**src/rtl/adc_pkg.sv**
```systemverilog
// adc_pkg: shared FSM type and sizing helpers for the ADC capture path
package adc_pkg;
  typedef enum logic [1:0] {IDLE, REQ, CONV} state_t;
  function automatic int acc_width(int bits, int avg_log2);
    return bits + avg_log2;
  endfunction
  function automatic int ptr_width(int depth);
    return depth > 1 ? $clog2(depth) : 1;
  endfunction
endpackage

```
**src/rtl/adc_fifo.sv**
```systemverilog
// adc_fifo: synchronous show-ahead FIFO with a registered head that holds when empty
//   clk, reset_n (async active-low); push/wdata write side; pop/rdata read side;
//   full/empty status. A push on full is accepted only when a pop happens the same cycle.
module adc_fifo
  import adc_pkg::*;
#(
  parameter int BITS  = 6,
  parameter int DEPTH = 4
) (
  input  logic            clk,
  input  logic            reset_n,
  input  logic            push,
  input  logic            pop,
  input  logic [BITS-1:0] wdata,
  output logic [BITS-1:0] rdata,
  output logic            full,
  output logic            empty
);
  localparam int PW = ptr_width(DEPTH);
  logic [BITS-1:0] mem [DEPTH];
  logic [PW-1:0] rd_ptr, wr_ptr;
  logic [PW:0] cnt, left;
  logic wr, rd;
  assign full  = cnt == (PW+1)'(DEPTH);
  assign empty = cnt == '0;
  assign rd    = pop & ~empty;
  assign wr    = push & (~full | rd);
  // entries of the old contents still queued after this cycle's pop
  assign left  = cnt - (PW+1)'(rd);
  always_ff @(posedge clk)
    if (wr) mem[wr_ptr] <= wdata;
  always_ff @(posedge clk or negedge reset_n)
    if (!reset_n) begin
      rd_ptr <= '0;
      wr_ptr <= '0;
      cnt    <= '0;
      rdata  <= '0;
    end else begin
      rd_ptr <= rd_ptr + PW'(rd);
      wr_ptr <= wr_ptr + PW'(wr);
      cnt    <= left + (PW+1)'(wr);
      if (left != '0) rdata <= mem[rd_ptr + PW'(rd)];
      else if (wr) rdata <= wdata;
    end
endmodule

```
**src/rtl/adc_capture.sv**
```systemverilog
// adc_capture: paces SAR ADC conversions, averages 2**AVG_LOG2 results and queues the averages
//   clk, reset_n (async active-low); enable gates new conversions; clear drops sticky flags
//   and the partial average; start/done/result talk to the ADC control block;
//   data/valid/ready is the output stream; overflow and timed_out are sticky flags.
//   Define ADC_CAPTURE_ROUND_EN for round-half-up with saturation instead of truncation.
module adc_capture
  import adc_pkg::*;
#(
  parameter int BITS     = 6,
  parameter int PERIOD   = 16,
  parameter int AVG_LOG2 = 2,
  parameter int DEPTH    = 4,
  parameter int TIMEOUT  = 64
) (
  input  logic            clk,
  input  logic            reset_n,
  input  logic            enable,
  input  logic            clear,
  input  logic            done,
  input  logic [BITS-1:0] result,
  output logic            start,
  output logic [BITS-1:0] data,
  output logic            valid,
  input  logic            ready,
  output logic            overflow,
  output logic            timed_out
);
  localparam int AW = acc_width(BITS, AVG_LOG2);
  localparam int PW = PERIOD > 2 ? $clog2(PERIOD) : 1;
  localparam int TW = TIMEOUT > 2 ? $clog2(TIMEOUT) : 1;
  localparam int SW = AVG_LOG2 > 0 ? AVG_LOG2 : 1;
  state_t state, next;
  logic done_q, rise, go, timeout_hit, sample, last, push, pop, full, empty;
  logic [PW-1:0] pcnt;
  logic [TW-1:0] tcnt;
  logic [AW-1:0] acc, sum;
  logic [SW-1:0] scount;
  logic [BITS-1:0] avg;
  assign rise        = done & ~done_q;
  assign go          = enable & (pcnt == '0) & ~clear;
  assign timeout_hit = tcnt == TW'(TIMEOUT - 1);
  assign sample      = (state == CONV) & rise & ~clear;
  assign last        = scount == SW'((1 << AVG_LOG2) - 1);
  assign sum         = acc + AW'(result);
  assign push        = sample & last;
  assign pop         = valid & ready;
  assign valid       = ~empty;
`ifdef ADC_CAPTURE_ROUND_EN
  logic [AW:0] rnd, shr;
  assign rnd = {1'b0, sum} + (AW+1)'((1 << AVG_LOG2) >> 1);
  assign shr = rnd >> AVG_LOG2;
  assign avg = (shr > (AW+1)'((1 << BITS) - 1)) ? '1 : shr[BITS-1:0];
`else
  assign avg = sum[AW-1:AVG_LOG2];
`endif
  always_comb
    next = (state == IDLE && go) ? REQ :
           (state == REQ) ? CONV :
           (state == CONV && (rise || timeout_hit)) ? IDLE : state;
  always_ff @(posedge clk or negedge reset_n)
    if (!reset_n) begin
      state     <= IDLE;
      done_q    <= 1'b0;
      start     <= 1'b0;
      pcnt      <= '0;
      tcnt      <= '0;
      acc       <= '0;
      scount    <= '0;
      overflow  <= 1'b0;
      timed_out <= 1'b0;
    end else begin
      state     <= next;
      done_q    <= done;
      start     <= next == REQ;
      // reload alongside the registered start so successive starts are exactly PERIOD apart
      pcnt      <= (next == REQ) ? PW'(PERIOD - 1) : (pcnt != '0) ? pcnt - 1'b1 : pcnt;
      tcnt      <= (state == REQ) ? '0 : (state == CONV) ? tcnt + 1'b1 : tcnt;
      if (clear) begin
        acc    <= '0;
        scount <= '0;
      end else if (sample) begin
        acc    <= last ? '0 : sum;
        scount <= last ? '0 : scount + 1'b1;
      end
      overflow  <= ~clear & (overflow | (push & full & ~pop));
      timed_out <= ~clear & (timed_out | ((state == CONV) & ~rise & timeout_hit));
    end
  adc_fifo #(.BITS(BITS), .DEPTH(DEPTH)) u_fifo (
    .clk    (clk),
    .reset_n(reset_n),
    .push   (push),
    .pop    (pop),
    .wdata  (avg),
    .rdata  (data),
    .full   (full),
    .empty  (empty)
  );
endmodule

```
**config.mk**
```make
export PLATFORM = sky130hd
export DESIGN_NAME = adc_capture
export DESIGN_NICKNAME = d
export VERILOG_FILES = /design/src/rtl/adc_pkg.sv /design/src/rtl/adc_fifo.sv /design/src/rtl/adc_capture.sv
export SDC_FILE = /design/constraint.sdc
export NUM_CORES = 1
export LEC_CHECK = 0
export ABC_AREA = 0
export BUFFER_PORTS_ARGS = -buffer_cell sky130_fd_sc_hd__buf_2
export CORE_MARGIN = 2
export CORE_UTILIZATION = 54
export CTS_CLUSTER_DIAMETER = 80
export DETAILED_ROUTE_END_ITERATION = 10
export GPL_ROUTABILITY_DRIVEN = 1
export PLACE_DENSITY = 0.75
export SLEW_MARGIN = 20
export SYNTH_ARGS = -nofsm -noshare
export SYNTH_HDL_FRONTEND = slang
export SYNTH_SLANG_ARGS = --single-unit
```
**constraint.sdc**
```tcl
create_clock -name clk -period 2.1 [get_ports clk]
set_input_delay 0.42 -clock clk [delete_from_list [all_inputs] [get_ports clk]]
set_output_delay 0.42 -clock clk [all_outputs]
set_load 0.1 [all_outputs]
```
After elaboration in Yosys (flattened, before gate mapping)
Memories as Yosys holds them, arrays and structs flattened.
Cells that the tools add are included.

storage, ports and cells
  flip-flop bits (word level) = 39
  bits in writable memories = 24
  word-level logic and storage cells = 81
  memories kept = 1

memories
  name        words  bits a word  read ports  clocked after Yosys merged registers in  write ports  line            text
  u_fifo.mem  4      6            1           0                                        1            adc_fifo.sv:20  logic [BITS-1:0] mem [DEPTH];

cells by class
  $add $sub $neg = 8
  equality and inequality tests = 6
  multiplexer cells = 17
  bitwise operators = 24
  reduce and logical (&&, ||, !) cells = 12

operators by type and width
  cell                 count
  $mux 6               4
  $mux 8               3
  $and 1x1->1          15
  $mux 2               6
  $add 8x6->8          1
  $mux 4               2
  $reduce_bool 2->1    4
  $add 6x1->6 const B  1
  $eq 6x6->1 const B   1
  $not 1->1            6
  $add 2x1->2          2
  $eq 2x1->1 const B   2
  $eq 2x2->1 const B   2
  $logic_not 4->1      1
  $reduce_bool 4->1    1
  $sub 4x1->4 const B  1
  $add 3x1->3          1
  $eq 3x3->1 const B   1
  $logic_not 3->1      1
  $or 1x1->1           3
  $reduce_bool 3->1    1
  $sub 3x1->3          1
  $add 2x1->2 const B  1
  $logic_and 1x1->1    2
  other kinds (3)      4

Depth between registers and ports, before layout
Gate-level depths: netlist (run 1).

  depth in word-level cells = 9
  mapped depth = 9
  gate-level depth less buffers = 8

By module
From an unflattened synthesis (run 1), not the netlist that was laid out.

unflattened totals
  cells, all modules = 253
  area, all modules = 3176.8 um^2

modules (own cells, without submodules)
  module       instances  cells each  area an instance (um^2)
  adc_capture  1          161         1627.8
  adc_fifo     1          92          1549.0

Least setup slack after synthesis (run 1)
No wires, ideal clock.

  path type = reg2reg
  start = register u_fifo.cnt[2]
  end = register u_fifo.rdata[0]
  setup time = 78 ps
  data arrival time = 2678 ps
  required time = 2022 ps
  slack = -655 ps
  stages on the path, launching flop included = 10
  path buffers = 1
  period minus slack after synthesis = 2755 ps
  cells stage by stage = dfrtp_1 or3_1 and2_1 ha_1 ha_1 xnor2_1 and3_1 clkbuf_1 nor2_1 a21oi_1

between the ends
  longest elaborated chain between the ends = 7

ends and longest elaborated chain
  what                                                line               text
  start: declaration                                  adc_fifo.sv:22     logic [PW:0] cnt, left;
  start signal: assignment                            adc_fifo.sv:41     cnt <= left + (PW+1)'(wr);
  $logic_not 3->1 *                                   adc_fifo.sv:25     assign empty = cnt == '0;
  $not 1->1 *                                         adc_capture.sv:47  assign valid = ~empty;
  net valid                                           adc_capture.sv:23  output logic valid,
  $and 1x1->1                                         adc_capture.sv:46  assign pop = valid & ready;
  $and 1x1->1 *                                       adc_fifo.sv:26     assign rd = pop & ~empty;
  $add 2x1->2, or another cell as far along           adc_fifo.sv:42     if (left != '0) rdata <= mem[rd_ptr + PW'(rd)];
  $mem_v2 4x6, or another cell as far along           -
  $mux 6 / $reduce_bool 2->1 (equally long branches)  -
  end signal: assignment                              adc_fifo.sv:42
  end signal: assignment                              adc_fifo.sv:43     else if (wr) rdata <= wdata;
  end: declaration                                    adc_fifo.sv:15     output logic [BITS-1:0] rdata,

The timed path passes the listed nets; every way through them passes the cells marked *.
A chain may end at the register's enable or synchronous reset.

Worst setup path after layout (run 1)
  start = register u_fifo.cnt[1]
  end = register u_fifo.rdata[0]

between the ends
  longest elaborated chain between the ends = 7

ends and longest elaborated chain
  what                                                line
  $logic_not 3->1                                     adc_fifo.sv:25
  $not 1->1                                           adc_fifo.sv:26, adc_capture.sv:47
  $and 1x1->1                                         adc_capture.sv:46
  $and 1x1->1                                         adc_fifo.sv:26
  $add 2x1->2, or another cell as far along           adc_fifo.sv:42
  $mem_v2 4x6, or another cell as far along           -
  $mux 6 / $reduce_bool 2->1 (equally long branches)  -

Several ways; a longest one is shown, not always the timed one.

==> results of run 1 <==
cells in the mapped netlist, types with 6 or more instances:
cell      instances  area share
dfrtp_1          39        0.32
edfxtp_1         24        0.23
nor2_1           24       0.029
a21oi_1          23       0.037
ha_1             20       0.081
inv_1            17       0.021
nand2_1          14       0.017
nand2b_1          9       0.018
xnor2_1           7       0.020
mux2i_1           6       0.020
mux4_2            6       0.044
nand3_1           6      0.0098
o21ai_0           6      0.0098
power by group:
group	internal, mW	switching (mW)
registers	1.52	0.148
logic	0.850	1.25
clock network	0.653	0.444
total	3.02	1.85
metal layers:
metal	track usage	wire length, um	vias to the layer above
li1	-	-	1008
met2	0.317	2880	35
met1	0.279	2650	975
met4	0.0724	27	0
met3	0.0633	234	4
met5	0	0	-
final timing paths:
path	start	to	slack, ps	depth (start not counted)
hold reg to reg	pcnt[3]	pcnt[3]	510	2
hold / removal	reset_n	tcnt[2]	30	1
setup reg to reg	u_fifo.cnt[1]	u_fifo.rdata[0]	40	6
setup / recovery	u_fifo.cnt[1]	u_fifo.rdata[0]	40	6
min in group clk	done	done_q	260	1
max in group asynchronous	reset_n	acc[3]	1590	2
layout by cell type (no fill, tap or decap), types with 3 or more instances in the layout:
master	netlist	final
nand2_1	14	14
xnor2_1	7	6
inv_1	17	17
buf_4	0	23
ha_1	20	18
o21ai_0	6	6
nor2_1	24	22
clkinv_1	0	4
nand3_1	6	6
xor2_1	4	4
dfrtp_1	39	39
mux2i_1	6	6
edfxtp_1	24	24
buf_2	1	21
mux4_2	6	6
clkbuf_8	0	9
nand2b_1	9	8
nand3b_1	3	3
nor3_1	4	4
and3_1	4	3
o21ai_1	3	3
a21oi_1	23	21
cells by family after synthesis:
group | after synthesis | synth area share
compound gates | 44 | 0.0870
xor+xnor | 12 | 0.0366
fa+ha+maj | 21 | 0.0878
buf+inv | 25 | 0.0333
flops | 63 | 0.551
mux | 12 | 0.0634
simple gates | 78 | 0.141
per-stage QoR:
step	hold slack (ps)	setup TNS (ps)	setup WS [ps]	utilization
floorplan	124	-889	-149	-
global placement	412	-128	-71.3	0.624
detailed placement	411	-439	-146	0.624
CTS	45.1	0	8.45	0.665
global route	65.6	-49.6	-19.6	0.677
finish	30.0	0	42.6	0.677
worst reg2reg max path: cells and delay by family (launching register included):
kind,cells,cell delay (ps)
simple gates,3,650
mux,1,520
flops,1,380
fa+ha+maj,1,340
compound gates,1,50
registers in the layout (all words and copies together), names as in the netlist, 3 cells and up:
signal / count
tcnt: 6
acc: 8
pcnt: 4
u_fifo.rdata: 6
u_fifo.mem: 24
u_fifo.cnt: 3
layout make-up:
type                       instances  area, sq um
clock inverter                     6         75.1
inverter                          19         71.3
tap                               72         90.1
multi-input combinational        167         1350
sequential                        63         1700
fill                             424         1780
timing repair buffer              47          320
clock buffer                      10          128
repair_timing:
action,4_1_cts,5_1_grt
setup endpoints to repair,5,11
endpoints found under the hold margin,0,0
hold buffers,0,0
pin swaps,1,6
buffers inserted,0,5
gates resized for setup,3,8
==> impl_results.md, run 1 <==
* Top Ports at 22
* DRT iter0 DRCs at 116
* RSZ-0062 raised after global routing: yes
* Total Wirelength at 5.80 mm
* Post-Syn Nets at 288
* Setup crit end kind: register
* Most common flop cell mapped by yosys: dfrtp_1
* Largest stage delay on the critical path at 510 ps
* Initial core utilization at 0.559
* Slowest cell on the critical path: mux4_2
* Die width at 79.5 um
* WL/cell at 15.1 um
* Synth warn at 0
* Synthesis-to-finish area growth at 21.1%
* CTS tree: yes
* Final Cycle Share at 0.980
* Syn Std Cell Area at 3080 sq um
* Final net count at 340
* Final Critical Period at 2060 ps
* Clk_skew at 5.51 ps
* Row cnt at 27
* DP Cell Count at 363
* Worst Path Required at 2320 ps
* Max-Cap Viols at 0
* Residual DRC count at 0
* Crit path DAT at 2280 ps
* Worst hold path class: in2async
* Top Family by Delay on Critical Path: simple AND/OR/NAND/NOR gates
* Final antenna diode count at 0
* Via count at 2022
* Cell Count, Final, Fillers Out at 384
* Initial antenna violation count at 0
* Vias in the first global route at 1995
* Total chip power at 4.87 mW
* Final Hold Viols at 0
* Final instance area at 3730 sq um
* Gr usage total at 0.206
* CTS Root Cell: clkbuf_8
* Post-synth EDFFs at 24
* Kind of critical path: reg2reg
* Die height at 79.5 um
* Pleak at 1.65 nW
* Headroom to the max-slew limit at 0.656
* Max FO, Critical Path at 7
* Largest net degree at the start of global routing at 21
* Buf/Inv on CP at 0
* CP Cell Sequence: or3_4 -> and2_4 -> ha_4 -> mux4_2 -> nor2_1 -> a21oi_1
* Outcome: completed
* Worst-path clk slew at 70 ps
* GPL Wtd Cong at 0.797
* Core Region at 5510 sq um
* Final global-route overflow total at 0
* PwrDens at 1310 nW/um^2
* Placement Cell Area at 3430 sq um
* DP HPWL at 4.10 mm
* Synth Register Bits at 63
* Count of cell types in the netlist at 45
* Startpoint Class: register
* First-pass GRT wire length at 9.74 mm
* Post-DRT Antenna Nets at 0
* Sink Count at 63
* H-tree depth at 3
* Synth async-reset ratio at 0.619
* Iteration count of the initial detailed-routing pass at 4
* CTS Buf Count at 9
* Final setup violation count at 0
* Fmax at 0.486 GHz
* IO Port Bufs at 21
* Worst Tran Pin Value at 514 ps
* Peak supply drop at 0.808 mV
* Sequential share of the synthesized area at 0.551
* Vias per cell at 5.27
* Synth Instances at 255
* Syn avg cell area at 12.1 sq um
* Clock Latency Late Sink at 340 ps
* Fin. max-slew vios at 0
* Layout cell share with drive strength beyond 1 at 0.272
* Clock Path Buffers at 2
* Die footprint at 6320 sq um
Power figures use the tool's default switching activity.
==> inputs of run 2 (changes only) <==
--- a/config.mk
+++ b/config.mk
@@ -7,7 +7,8 @@
 export LEC_CHECK = 0
 export ABC_AREA = 0
 export BUFFER_PORTS_ARGS = -buffer_cell sky130_fd_sc_hd__buf_2
-export CORE_MARGIN = 2
+export CORE_ASPECT_RATIO = 1.75
+export CORE_MARGIN = 1.5
 export CORE_UTILIZATION = 54
 export CTS_CLUSTER_DIAMETER = 80
 export DETAILED_ROUTE_END_ITERATION = 10
==> impl_results.md, run 2 (synthesis results as in run 1) <==
* Setup crit end kind: register
* Initial core utilization at 0.556
* Kind of critical path: reg2reg
* Setup TNS at 0 ps
* Die width at 60.1 um
* Row cnt at 36
* Total Wirelength at 5.61 mm
* Core Region at 5540 sq um
* Max-Cap Viols at 0
* Worst hold path class: in2async
* Most flop-heavy register: u_fifo.mem
* Final Cycle Share at 0.994
* Fin util at 0.676
* Fin. max-slew vios at 0
* Final global-route overflow total at 0
* WL/cell at 14.6 um
* Cell Count, Final, Fillers Out at 385
* Die footprint at 6180 sq um
* Gr usage total at 0.206
* Placement Cell Area at 3450 sq um
* Filler instances at 409
* Most frequent cells in the layout: 39 x dfrtp_1, 24 x edfxtp_1, 23 x nor2_1, 22 x buf_4
* Initial antenna violation count at 0
* Pre-CTS setup slack at -136 ps
* Outcome: completed
* CTS tree: yes
* First-pass GRT wire length at 9.32 mm
* Peak supply drop at 0.801 mV
* Vias per cell at 5.35
* FF+latch area at 1700 sq um
* Via count at 2059
* Area of the multi-input gates at 1360 sq um
* Final instance area at 3740 sq um
* PwrDens at 1320 nW/um^2
* Largest net degree at the start of global routing at 40
* Top Ports at 22
* Worst Tran Pin Value at 525 ps
* Final Critical Period at 2090 ps
* Residual DRC count at 0
* CTS Root Cell: clkbuf_8
* Synthesis-to-finish area growth at 21.6%
* Worst-path clk slew at 70 ps
* Sink Count at 63
* Hold-fix buffers at CTS at 0
* Headroom to the max-slew limit at 0.650
* Clock Path Buffers at 2
* Vias in the first global route at 2115
* Final setup violation count at 0
* DRT iter0 DRCs at 75
* Die height at 103 um
* Clk_skew at 4.92 ps
* GPL Wtd Cong at 0.839
* RSZ-0062 raised after global routing: yes
* Total chip power at 4.96 mW
* Final antenna diode count at 0
* Max FO, Critical Path at 7
* Layout cell share with drive strength beyond 1 at 0.285
* CTS Buf Count at 9
* Post-DRT Antenna Nets at 0
* DP Cell Count at 368
* DP HPWL at 4.14 mm
* Worst Path Required at 2320 ps
* Fmax at 0.479 GHz
* Post-route setup slack at 12.7 ps
* Crit path DAT at 2310 ps
* Hold WS at 137 ps
* Largest regs: u_fifo.mem (24), acc (8)
* Iteration count of the initial detailed-routing pass at 4
* Clock Latency Late Sink at 340 ps
* H-tree depth at 3
* Max FFs per register at 24
* Pleak at 1.65 nW
* Startpoint Class: register
* IO Port Bufs at 21
* Final net count at 337
* Commonest non-fill, non-tap cell in the layout: dfrtp_1
* Final Hold Viols at 0
[run 2: power by group]
part | internal [mW] | switching, mW | leakage (nW)
combinational | 0.823 | 1.22 | 0.830
sequential | 1.52 | 0.153 | 0.707
clock | 0.779 | 0.459 | 0.117
[run 2: path summary, 6_finish.rpt]
path	startpoint	to	slack (ps)	cells after the start
max in group asynchronous	reset_n	acc[6]	1600	2
hold reg to reg	timed_out	timed_out	510	2
min in group clk	done	done_q	240	1
hold / removal	reset_n	u_fifo.cnt[2]	140	2
setup / recovery	u_fifo.cnt[0]	u_fifo.rdata[0]	10	6
setup reg to reg	u_fifo.cnt[0]	u_fifo.rdata[0]	10	6
[run 2: cell type report]
class	count	area share
clock buffer	9	0.0331
clock inverter	7	0.0297
inverter	19	0.0191
multi-input combinational	167	0.362
sequential	63	0.453
tap	76	0.0254
timing repair buffer	44	0.0775
[run 2: critical path, cell delays in order, from the launching register on]
cell,delay (ps)
dfrtp_1,390
or3_4,390
and2_4,160
ha_4,340
mux4_2,520
nor2_2,130
a21oi_2,40
[run 2: repair_timing]
item,4_1_cts,5_1_grt
setup endpoints to repair,5,23
buffers inserted,0,1
gates resized for setup,2,9
pin swaps,0,9
[run 2: routing by layer]
layer	vias up	track usage	share of wire
met4	0	0.0855	0.012
li1	998	-	-
met3	5	0.0452	0.025
met2	32	0.390	0.58
met1	1024	0.209	0.38
met5	-	0	0
